File: src/rtl/array_mul_8x8.sv
// Exact unsigned 8x8 ripple-array multiplier with registered operands and product.
// Two-cycle latency, accepts a new operand pair every cycle, never stalls.
module array_mul_8x8 (
  input  logic        clk,
  input  logic        rst_n,
  input  logic [7:0]  A,
  input  logic [7:0]  B,
  input  logic        in_valid,
  output logic [15:0] R,
  output logic        out_valid
);

  logic [7:0]  r_a_q;
  logic [7:0]  r_b_q;
  logic        r_v_q;
  logic [15:0] r_r;
  logic        r_out_valid;
  logic [15:0] w_prod;

  // Row i adds partial product row pp[i] to the previous row's sums shifted right by one,
  // with the previous row's carry-out entering the top bit.
  // Bit 0 of each row sees no incoming carry, so it behaves as a half adder.
  // Each row retires one low product bit; the last row supplies bits 8..15.
  function automatic logic [15:0] f_array_mul(input logic [7:0] a, input logic [7:0] b);
    logic [7:0]  acc;
    logic [7:0]  addend;
    logic [7:0]  prev;
    logic [15:0] prod;
    logic        cy;
    logic        c;
    logic        x;
    logic        y;
    prod   = 16'd0;
    acc    = a & {8{b[0]}};
    prod[0] = acc[0];
    cy     = 1'b0;
    for (int i = 1; i < 8; i++) begin
      addend = a & {8{b[i]}};
      prev   = {cy, acc[7:1]};
      c      = 1'b0;
      for (int j = 0; j < 8; j++) begin
        x      = addend[j];
        y      = prev[j];
        acc[j] = x ^ y ^ c;
        c      = (x & y) | (x & c) | (y & c);
      end
      cy      = c;
      prod[i] = acc[0];
    end
    prod[15:8] = {cy, acc[7:1]};
    return prod;
  endfunction

  // Combinational array between the operand and product registers.
  always_comb begin
    w_prod = f_array_mul(r_a_q, r_b_q);
  end

  // Operand stage: loads every edge; the valid flag travels alongside.
  always_ff @(posedge clk or negedge rst_n) begin
    if (!rst_n) begin
      r_a_q <= 8'd0;
      r_b_q <= 8'd0;
      r_v_q <= 1'b0;
    end else begin
      r_a_q <= A;
      r_b_q <= B;
      r_v_q <= in_valid;
    end
  end

  // Product stage: R updates every edge, out_valid alone qualifies it.
  always_ff @(posedge clk or negedge rst_n) begin
    if (!rst_n) begin
      r_r         <= 16'd0;
      r_out_valid <= 1'b0;
    end else begin
      r_r         <= w_prod;
      r_out_valid <= r_v_q;
    end
  end

  assign R         = r_r;
  assign out_valid = r_out_valid;

endmodule

File: config.mk
export PLATFORM = sky130hd
export DESIGN_NAME = array_mul_8x8
export DESIGN_NICKNAME = d
export VERILOG_FILES = /design/src/rtl/array_mul_8x8.sv
export SDC_FILE = /design/constraint.sdc
export NUM_CORES = 1
export LEC_CHECK = 0
export BUFFER_PORTS_ARGS = -buffer_cell sky130_fd_sc_hd__buf_2
export CAP_MARGIN = 30
export CORE_ASPECT_RATIO = 1.2
export CORE_MARGIN = 3
export CORE_UTILIZATION = 35
export CTS_BUF_LIST = sky130_fd_sc_hd__clkbuf_8
export CTS_CLUSTER_DIAMETER = 100
export DETAILED_ROUTE_END_ITERATION = 10
export PLACE_DENSITY = 0.51
export SLEW_MARGIN = 20
export SYNTH_ARGS = -nofsm -noshare
export SYNTH_HDL_FRONTEND = slang
export SYNTH_SLANG_ARGS = --single-unit
File: constraint.sdc
create_clock -name clk -period 24.1 [get_ports clk]
set_clock_uncertainty 0.1 [all_clocks]
set_input_delay 4.82 -clock clk [delete_from_list [all_inputs] [get_ports clk]]
set_output_delay 4.82 -clock clk [all_outputs]
set_load 0.005 [all_outputs]
==> qor.yml, run 1 <==
grt_pass1_wl_mm: 6.472
drt-total-wl_mm: 3.369
core_area_sq_mm: 0.006486
drive_gt1_frac: 0.1892
ys_ff_latch: 34
power_leakage_nw: 1.346
critical_path_buf_inv_count: 4
viasPerCell: 4.316
hold_viol: 0
clk_pin_slew_ns: 0.07
drc_errors: 0
synth_area_sq_mm: 0.002364
grt_max_degree: 35
drtIter0Drc: 14
max_stage_delay_ns: 0.58
cts_buffers: 5
min_path_cells: 0
rsz0062_at_grt: "false"
path_depth: 25
post-route-period-util: 0.4038
dr_total_vias: 1325
dieHeight_um: 96.02
tns_ns: 0
rows: 32
nNetsFinal: 296
start_util: 0.3644
overflow: 0
port_buffers: 35
grt_usage: 0.1086
clock-sinks: 34
post-route-util: 0.4219
powerDensity_mw_per_mm2: 99.20
fillers: 640
synth.yosys.warnings: 0
clk_path_buf_depth: 2
postCtsResizedCells: 0
cp_top_family: "adder cells"
hold_buffers: 0
critPathKind: "reg -> reg"
worstSkewPairLatency_ns: 0.28
final_common_cell: "fa_1"
maxCapViolations: 0
synth_area_per_cell_sq_um: 13.20
final_cell_mix: "fa_1, and2_1, buf_2, dfrtp_1, inv_1"
synth.distinct_cells: 6
setup_viol: 0
relSlewSlack: 0.5034
cp_max_fo: 8
fmax_mhz: 102.8
critPathLaunchType: "register"
routedWlPerCell_um: 10.97
arrival_ns: 9.79
cts_setup_buffers: 0
ios: 36
gp_congestion: 0.6825
syn2layout_area_growth_pct: 15.78
root_buffer: "clkbuf_8"
crit_slowest_cell: "fa_1"
endpoint_kind: "register"
die_w_um: 81.02
netlist_instances: 179
ir_worst_vdd_v: 0.00004649
hold_path_class: "reg -> reg"
syn-num-nets: 254
worstMarginPinSlew_ns: 0.7449
first_global_vias: 1473
final_antenna_net_count: 0
post-route-min-period_ns: 9.731
die_area_sq_mm: 0.007779
outcome: "finished clean"
antenna_cells: 0
worst_hold_slack_ns: 0.2554
grt_antenna_before_repair: 0
cpMostUsedCell: "fa_1"
drv_slew: 0
cts_tree: "done"
worstRegToRegCells: 25
yosysSeqAreaShare: 0.3600
cts_max_level: 2
hpwl_mm: 2.860
drt_first_pass_iters: 4
required_ns: 24.16
[synthesized netlist by cell type (all sizes together)]
master	instances	area [sq um]
fa	48	960.9
ha	8	100.1
nand2	17	63.81
and2	47	294.0
dfrtp	34	850.8
inv	25	93.84
[logic make-up after synthesis]
group,after synthesis,share of synthesized area
adder cells (fa/ha/maj),56,0.4489
AND/OR/NAND/NOR,64,0.1514
buffers and inverters,25,0.03970
flip-flops,34,0.3600
[through the flow]
| stage | area (sq um) | std cells | power [mW] | setup WS (ns) |
|---|---|---|---|---|
| after floorplan | 2364 | 179 | 0.1954 | 14.62 |
| after global placement | 2645 | 299 | 0.2362 | 14.36 |
| after detailed placement | 2645 | 299 | 0.2391 | 14.27 |
| after CTS | 2736 | 307 | 0.2848 | 14.27 |
| after global routing | 2736 | 307 | 0.3162 | 13.97 |
| final | 2736 | 307 | 0.2715 | 14.37 |
[layer usage]
layer / up-vias / global-route usage / share of wire
met5: - / 0 / 0
met3: 6 / 0.02247 / 0.041
li1: 603 / - / -
met4: 0 / 0.05070 / 0.026
met2: 23 / 0.1979 / 0.57
met1: 693 / 0.1197 / 0.36
[layout make-up]
| type | instances | area [sq um] | area share |
|---|---|---|---|
| clock buffers | 6 | 82.58 | 0.03018 |
| multi-input cells | 120 | 1419 | 0.5185 |
| repair buffers | 35 | 175.2 | 0.06401 |
| well taps | 85 | 106.4 | 0.03887 |
| clock inverters | 2 | 8.758 | 0.003201 |
| flip-flops and latches | 34 | 850.8 | 0.3109 |
| inverters | 25 | 93.84 | 0.03429 |
[worst paths after layout]
path / startpoint / endpoint / slack, ns
hold / removal: r_v_q / out_valid / 0.26
hold reg to reg: r_v_q / out_valid / 0.26
setup / recovery: r_b_q[0] / R[14] / 14.37
setup reg to reg: r_b_q[0] / R[14] / 14.37
min in group asynchronous: rst_n / R[0] / 4.50
max in group asynchronous: rst_n / R[10] / 18.93
[report_power, final]
group          internal (mW)  switching, mW  leakage [nW]
Clock                 0.0226         0.0205        0.0524
Sequential            0.0734        0.00462         0.401
Combinational         0.0704         0.0799         0.892
Total                  0.166          0.105          1.35
[worst register-to-register path: stages (launching register included)]
cell	delay (ns)
dfrtp_1	0.48
and2_1	0.18
ha_1	0.18
fa_1	0.18
inv_1	0.05
fa_1	0.53
inv_1	0.05
fa_1	0.42
fa_1	0.46
fa_1	0.46
fa_1	0.46
fa_1	0.46
fa_1	0.58
fa_1	0.44
fa_1	0.50
fa_1	0.43
fa_1	0.45
fa_1	0.54
inv_1	0.06
fa_1	0.53
inv_1	0.05
fa_1	0.43
fa_1	0.39
fa_1	0.39
fa_1	0.38
fa_1	0.43
[flip-flops by register name, indices dropped and copies added (netlist names)]
name and count:
R 16, out_valid 1, r_a_q 8, r_b_q 8, r_v_q 1
Power figures use the tool's default switching activity.
==> inputs of run 2 (changes only) <==
- ABC_AREA: not set -> 1
- PLACE_DENSITY: 0.51 -> 0.5
- clock period: 24.1 -> 10.2 ns (I/O delays scaled with it)
==> run 2 against run 1 <==
Effect of this change:
- total power increased by 130%
- worst hold slack lost 0.0024 ns
- clock-buffer cell count is the same
- largest power group unchanged
- highest routed layer unchanged
==> qor.yml, run 2 <==
critPathLaunchType: "register"
total_power_mw: 0.6337
drt_first_pass_iters: 3
fillers: 701
netlist.area_leader.share: 0.3692
worstRegToRegCells: 26
core_area_sq_mm: 0.007019
pwr-share-comb: 0.552
gp_congestion: 0.7336
cp_max_fo: 8
start_util: 0.3708
post-place-ws_ns: 0.3717
multiInputGateArea_sq_mm: 0.001301
post-route-min-period_ns: 9.723
synth_area_leaders: "fa_1, dfrtp_1, inv_1"
power_leakage_nw: 1.680
post-route-period-util: 0.9533
synth_ff_type: "dfrtp_1"
p_sw_mw: 0.2463
synth.distinct_cells: 6
drc_errors: 0
cts_buffers: 5
required_ns: 10.26
grt_pass1_wl_mm: 6.768
swShare: 0.3887
first_global_vias: 1647
synthMostInstantiatedCell: "inv_1"
die_w_um: 84.72
cp_top_family: "adder cells"
die_area_sq_mm: 0.008510
min_path_cells: 0
worstMarginPinSlew_ns: 0.7452
grt_max_degree: 35
synth.yosys.warnings: 0
cts_setup_buffers: 0
hold_viol: 0
relSlewSlack: 0.5032
syn2layout_area_growth_pct: 7.260
cts_max_level: 2
final_antenna_net_count: 0
antenna_cells: 0
dieHeight_um: 100.5
intPower_mw: 0.3874
rsz0062_at_grt: "false"
async_reset_ff_frac: 1.000
worst_hold_slack_ns: 0.2530
ir_worst_vdd_v: 0.0001015
final_common_cell: "inv_1"
ios: 36
grt_usage: 0.1003
final_cell_mix: "inv_1, nand2_1, fa_1, buf_2, dfrtp_1"
finalInstanceArea_sq_mm: 0.002791
endpoint_kind: "register"
synth_area_sq_mm: 0.002602
placed_area_sq_mm: 0.002706
hpwl_mm: 3.027
synth_top_area_cell: "fa_1"
powerDensity_mw_per_mm2: 227.0
port_buffers: 35
drv_slew: 0
maxCapViolations: 0
setup_viol: 0
synth_edf_count: 0
rows: 33
critPathKind: "reg -> reg"
ys_ff_latch: 34
tns_ns: 0
synth_common_cells: "inv_1, nand2_1, fa_1, dfrtp_1, buf_6"
layout_setup_ws_ns: 0.4766
worstSkewPairLatency_ns: 0.28
p_seq_frac: 0.292
viasPerCell: 4.110
hold_path_class: "reg -> reg"
arrival_ns: 9.78
cts_tree: "done"
drtIter0Drc: 38
overflow: 0
clock-sinks: 34
drt-total-wl_mm: 3.519
netlist_instances: 242
nNetsFinal: 343
synth_area_per_cell_sq_um: 10.75
clockPowerShare: 0.156
clk_path_buf_depth: 2
outcome: "finished clean"
cpMostUsedCell: "fa_1"
critical_path_buf_inv_count: 5
syn-num-nets: 317
crit_slowest_cell: "fa_1"
fmax_mhz: 102.8
clk_pin_slew_ns: 0.07
routedWlPerCell_um: 9.941
root_buffer: "clkbuf_8"
dr_total_vias: 1455
yosysSeqAreaShare: 0.3269
max_stage_delay_ns: 0.54
path_depth: 26
largest_reg_flops: 16
grt_antenna_before_repair: 0
seq_area_sq_um: 853.3
drive_gt1_frac: 0.1610
==> run 2: repair_timing <==
item / CTS / global route
setup endpoints to repair: 0 / 1
endpoints found under the hold margin: 0 / 0
resized for setup: 0 / 2
hold buffers: 0 / 0
==> run 2: stage by stage <==
| step | instances | utilization |
|---|---|---|
| after floorplan | 242 | - |
| after global placement | 348 | 0.3856 |
| after detailed placement | 348 | 0.3856 |
| after CTS | 354 | 0.3973 |
| after global routing | 354 | 0.3977 |
| final | 354 | 0.3977 |
==> run 2: area by class of cell <==
type                       count  area share
sequential                    34      0.3057
clock buffer                   6     0.02958
timing repair buffer          35     0.06275
inverter                      72     0.09682
multi-input combinational    120      0.4662
tap                           87     0.03900
==> run 2: worst paths after layout <==
check,startpoint,endpoint,slack (ns)
setup / recovery,r_a_q[1],R[14],0.48
hold / removal,r_v_q,out_valid,0.25
setup reg to reg,r_a_q[1],R[14],0.48
hold reg to reg,r_v_q,out_valid,0.25
max in group asynchronous,rst_n,r_b_q[1],7.76
min in group asynchronous,rst_n,r_a_q[3],1.72
==> run 2: kinds of logic (layout without fill, tap and decap cells) <==
logic type	count (synthesis)	in the layout	synth area share
buffers and inverters	88	113	0.1731
and+or+nand+nor	64	64	0.09231
adders and majority gates	56	56	0.4077
DFF	34	34	0.3269
==> run 2: power by group through the flow <==
stage	clock network (mW)	registers, mW	logic (mW)
2_1_floorplan	0	0.188	0.282
3_3_place_gp	0	0.189	0.372
3_5_place_dp	0	0.188	0.374
4_1_cts	0.106	0.186	0.375
5_1_grt	0.110	0.189	0.440
6_report	0.0990	0.185	0.350
==> run 2: per-layer routing <==
layer / vias to the layer above / global-route usage / share of wire
met5: - / 0 / 0
met4: 0 / 0.04141 / 0.020
met3: 5 / 0.03189 / 0.053
met2: 27 / 0.1899 / 0.56
met1: 728 / 0.1002 / 0.37
li1: 695 / - / -
==> inputs of run 3 (changes only) <==
--- a/config.mk
+++ b/config.mk
@@ -11,9 +11,9 @@
 export CORE_ASPECT_RATIO = 1.2
 export CORE_MARGIN = 3
-export CORE_UTILIZATION = 35
+export CORE_UTILIZATION = 30
 export CTS_BUF_LIST = sky130_fd_sc_hd__clkbuf_8
 export CTS_CLUSTER_DIAMETER = 100
 export DETAILED_ROUTE_END_ITERATION = 10
-export PLACE_DENSITY = 0.5
+export PLACE_DENSITY = 0.44
 export SLEW_MARGIN = 20
 export SYNTH_ARGS = -nofsm -noshare
==> constraint.sdc (replaced) <==
create_clock -name clk -period 10.2 [get_ports clk]
set_clock_uncertainty 0.1 [all_clocks]
set_input_delay 2.04 -clock clk [delete_from_list [all_inputs] [get_ports clk]]
set_output_delay 2.04 -clock clk [all_outputs]
set_load 0.01 [all_outputs]
==> run 3 against run 2 <==
Effect of this change:
- combinational power grew 8.0%
- sequential share of layout area shrank 0.58 points
- critical path depth is the same
- via count is essentially flat
- routed wire length grew 15%
- critical path type unchanged
- critical endpoint unchanged
- highest routed layer unchanged
==> qor.yml, run 3 (synthesized netlist as in run 2, its figures left out) <==
hold_path_class: "reg -> reg"
required_ns: 10.26
critPathKind: "reg -> reg"
ir_worst_vdd_v: 0.00007620
rows: 36
drt_first_pass_iters: 4
min_path_cells: 0
fillers: 919
cts_max_level: 2
final_cell_mix: "inv_1, nand2_1, fa_1, buf_2, dfrtp_1"
critical_path_buf_inv_count: 5
outcome: "finished clean"
die_area_sq_mm: 0.009833
worstMarginPinSlew_ns: 0.7657
maxCapViolations: 0
first_global_vias: 1795
clock-sinks: 34
start_util: 0.3140
dieHeight_um: 108.0
holdPathEnd: "out_valid"
grt_antenna_before_repair: 0
multiInputGateArea_sq_mm: 0.001301
rrSetupSlack_ns: 0.49
dr_total_vias: 1456
clk_path_buf_depth: 2
worstRegToRegCells: 26
clk_pin_slew_ns: 0.08
grt_max_degree: 35
post-route-util: 0.3444
grt_usage: 0.09907
arrival_ns: 9.77
cp_max_fo: 8
drtIter0Drc: 27
syn2layout_area_growth_pct: 9.664
drc_errors: 0
setup_viol: 0
r2r_start: "r_b_q[0]"
nNetsFinal: 343
final_common_cell: "inv_1"
cts_tree: "done"
antenna_cells: 0
path_depth: 26
largest_reg_flops: 16
routedWlPerCell_um: 10.59
powerDensity_mw_per_mm2: 241.1
cp_top_family: "adder cells"
holdCritStartpoint: "r_v_q"
cpMostUsedCell: "fa_1"
drive_gt1_frac: 0.1747
post-route-period-util: 0.9520
seq_area_sq_um: 855.8
drt-total-wl_mm: 4.057
critPathLaunchType: "register"
gp_congestion: 0.7132
power_leakage_nw: 1.693
tns_ns: 0
ios: 36
worst_hold_slack_ns: 0.2512
overflow: 0
r2r-end: "R[14]"
endpoint_kind: "register"
rsz0062_at_grt: "false"
viasPerCell: 3.802
final_antenna_net_count: 0
root_buffer: "clkbuf_8"
hpwl_mm: 3.438
hold_viol: 0
core_area_sq_mm: 0.008288
post-route-min-period_ns: 9.710
port_buffers: 35
worstSkewPairLatency_ns: 0.29
fmax_mhz: 103.0
relSlewSlack: 0.4895
max_stage_delay_ns: 0.54
crit_slowest_cell: "fa_1"
grt_pass1_wl_mm: 7.741
cts_buffers: 5
die_w_um: 91.03
drv_slew: 0
## run 3: cell count changes in the layout (fill, tap and decap cells not counted), sizes merged
cell    change
bufinv      +1
clkbuf      -1
clkinv      +2
## run 3: per-stage QoR
step | total power, mW | cell area (sq um) | worst slack [ns] | instances
final | 0.6881 | 2854 | 0.4899 | 383
after global routing | 0.7759 | 2854 | 0.01232 | 383
after CTS | 0.7197 | 2849 | 0.2812 | 383
after detailed placement | 0.5908 | 2740 | 0.2949 | 375
after global placement | 0.5794 | 2740 | 0.4524 | 375
after floorplan | 0.4813 | 2603 | 0.7435 | 242
## run 3: worst max-delay path by stage
stage             start  endpoint  slack [ns]
6_report       r_b_q[0]     R[14]        0.49
5_1_grt        r_b_q[0]     R[14]        0.01
4_1_cts        r_b_q[0]     R[14]        0.28
3_5_place_dp   r_b_q[0]     R[14]        0.29
3_3_place_gp   r_b_q[1]     R[14]        0.45
2_1_floorplan  r_b_q[0]     R[14]        0.74
## run 3: where the power goes
group | internal (mW) | switching (mW) | total, mW
Combinational | 0.169 | 0.208 | 0.378
Sequential | 0.174 | 0.0129 | 0.186
Clock | 0.0720 | 0.0520 | 0.124
Total | 0.415 | 0.273 | 0.688
## run 3: metal layers
| layer | global-route usage | wire length, um |
|---|---|---|
| met5 | 0 | 0 |
| met4 | 0.04526 | 92 |
| met1 | 0.1052 | 1483 |
| met2 | 0.1873 | 2353 |
| met3 | 0.02088 | 127 |
## run 3: repair_timing
action                                  in CTS  in global routing
buffers inserted                             0                  0
gates resized for setup                      0                  4
endpoints found under the setup margin       0                  1
hold buffers                                 0                  0
## run 3: cell type report
type | instances | share of cell area
Multi-Input combinational cell | 120 | 0.4559
Sequential cell | 34 | 0.2999
Inverter | 72 | 0.09470
Timing Repair Buffer | 35 | 0.06138
Tap cell | 114 | 0.04998
Clock buffer | 5 | 0.02411
Clock inverter | 3 | 0.01403
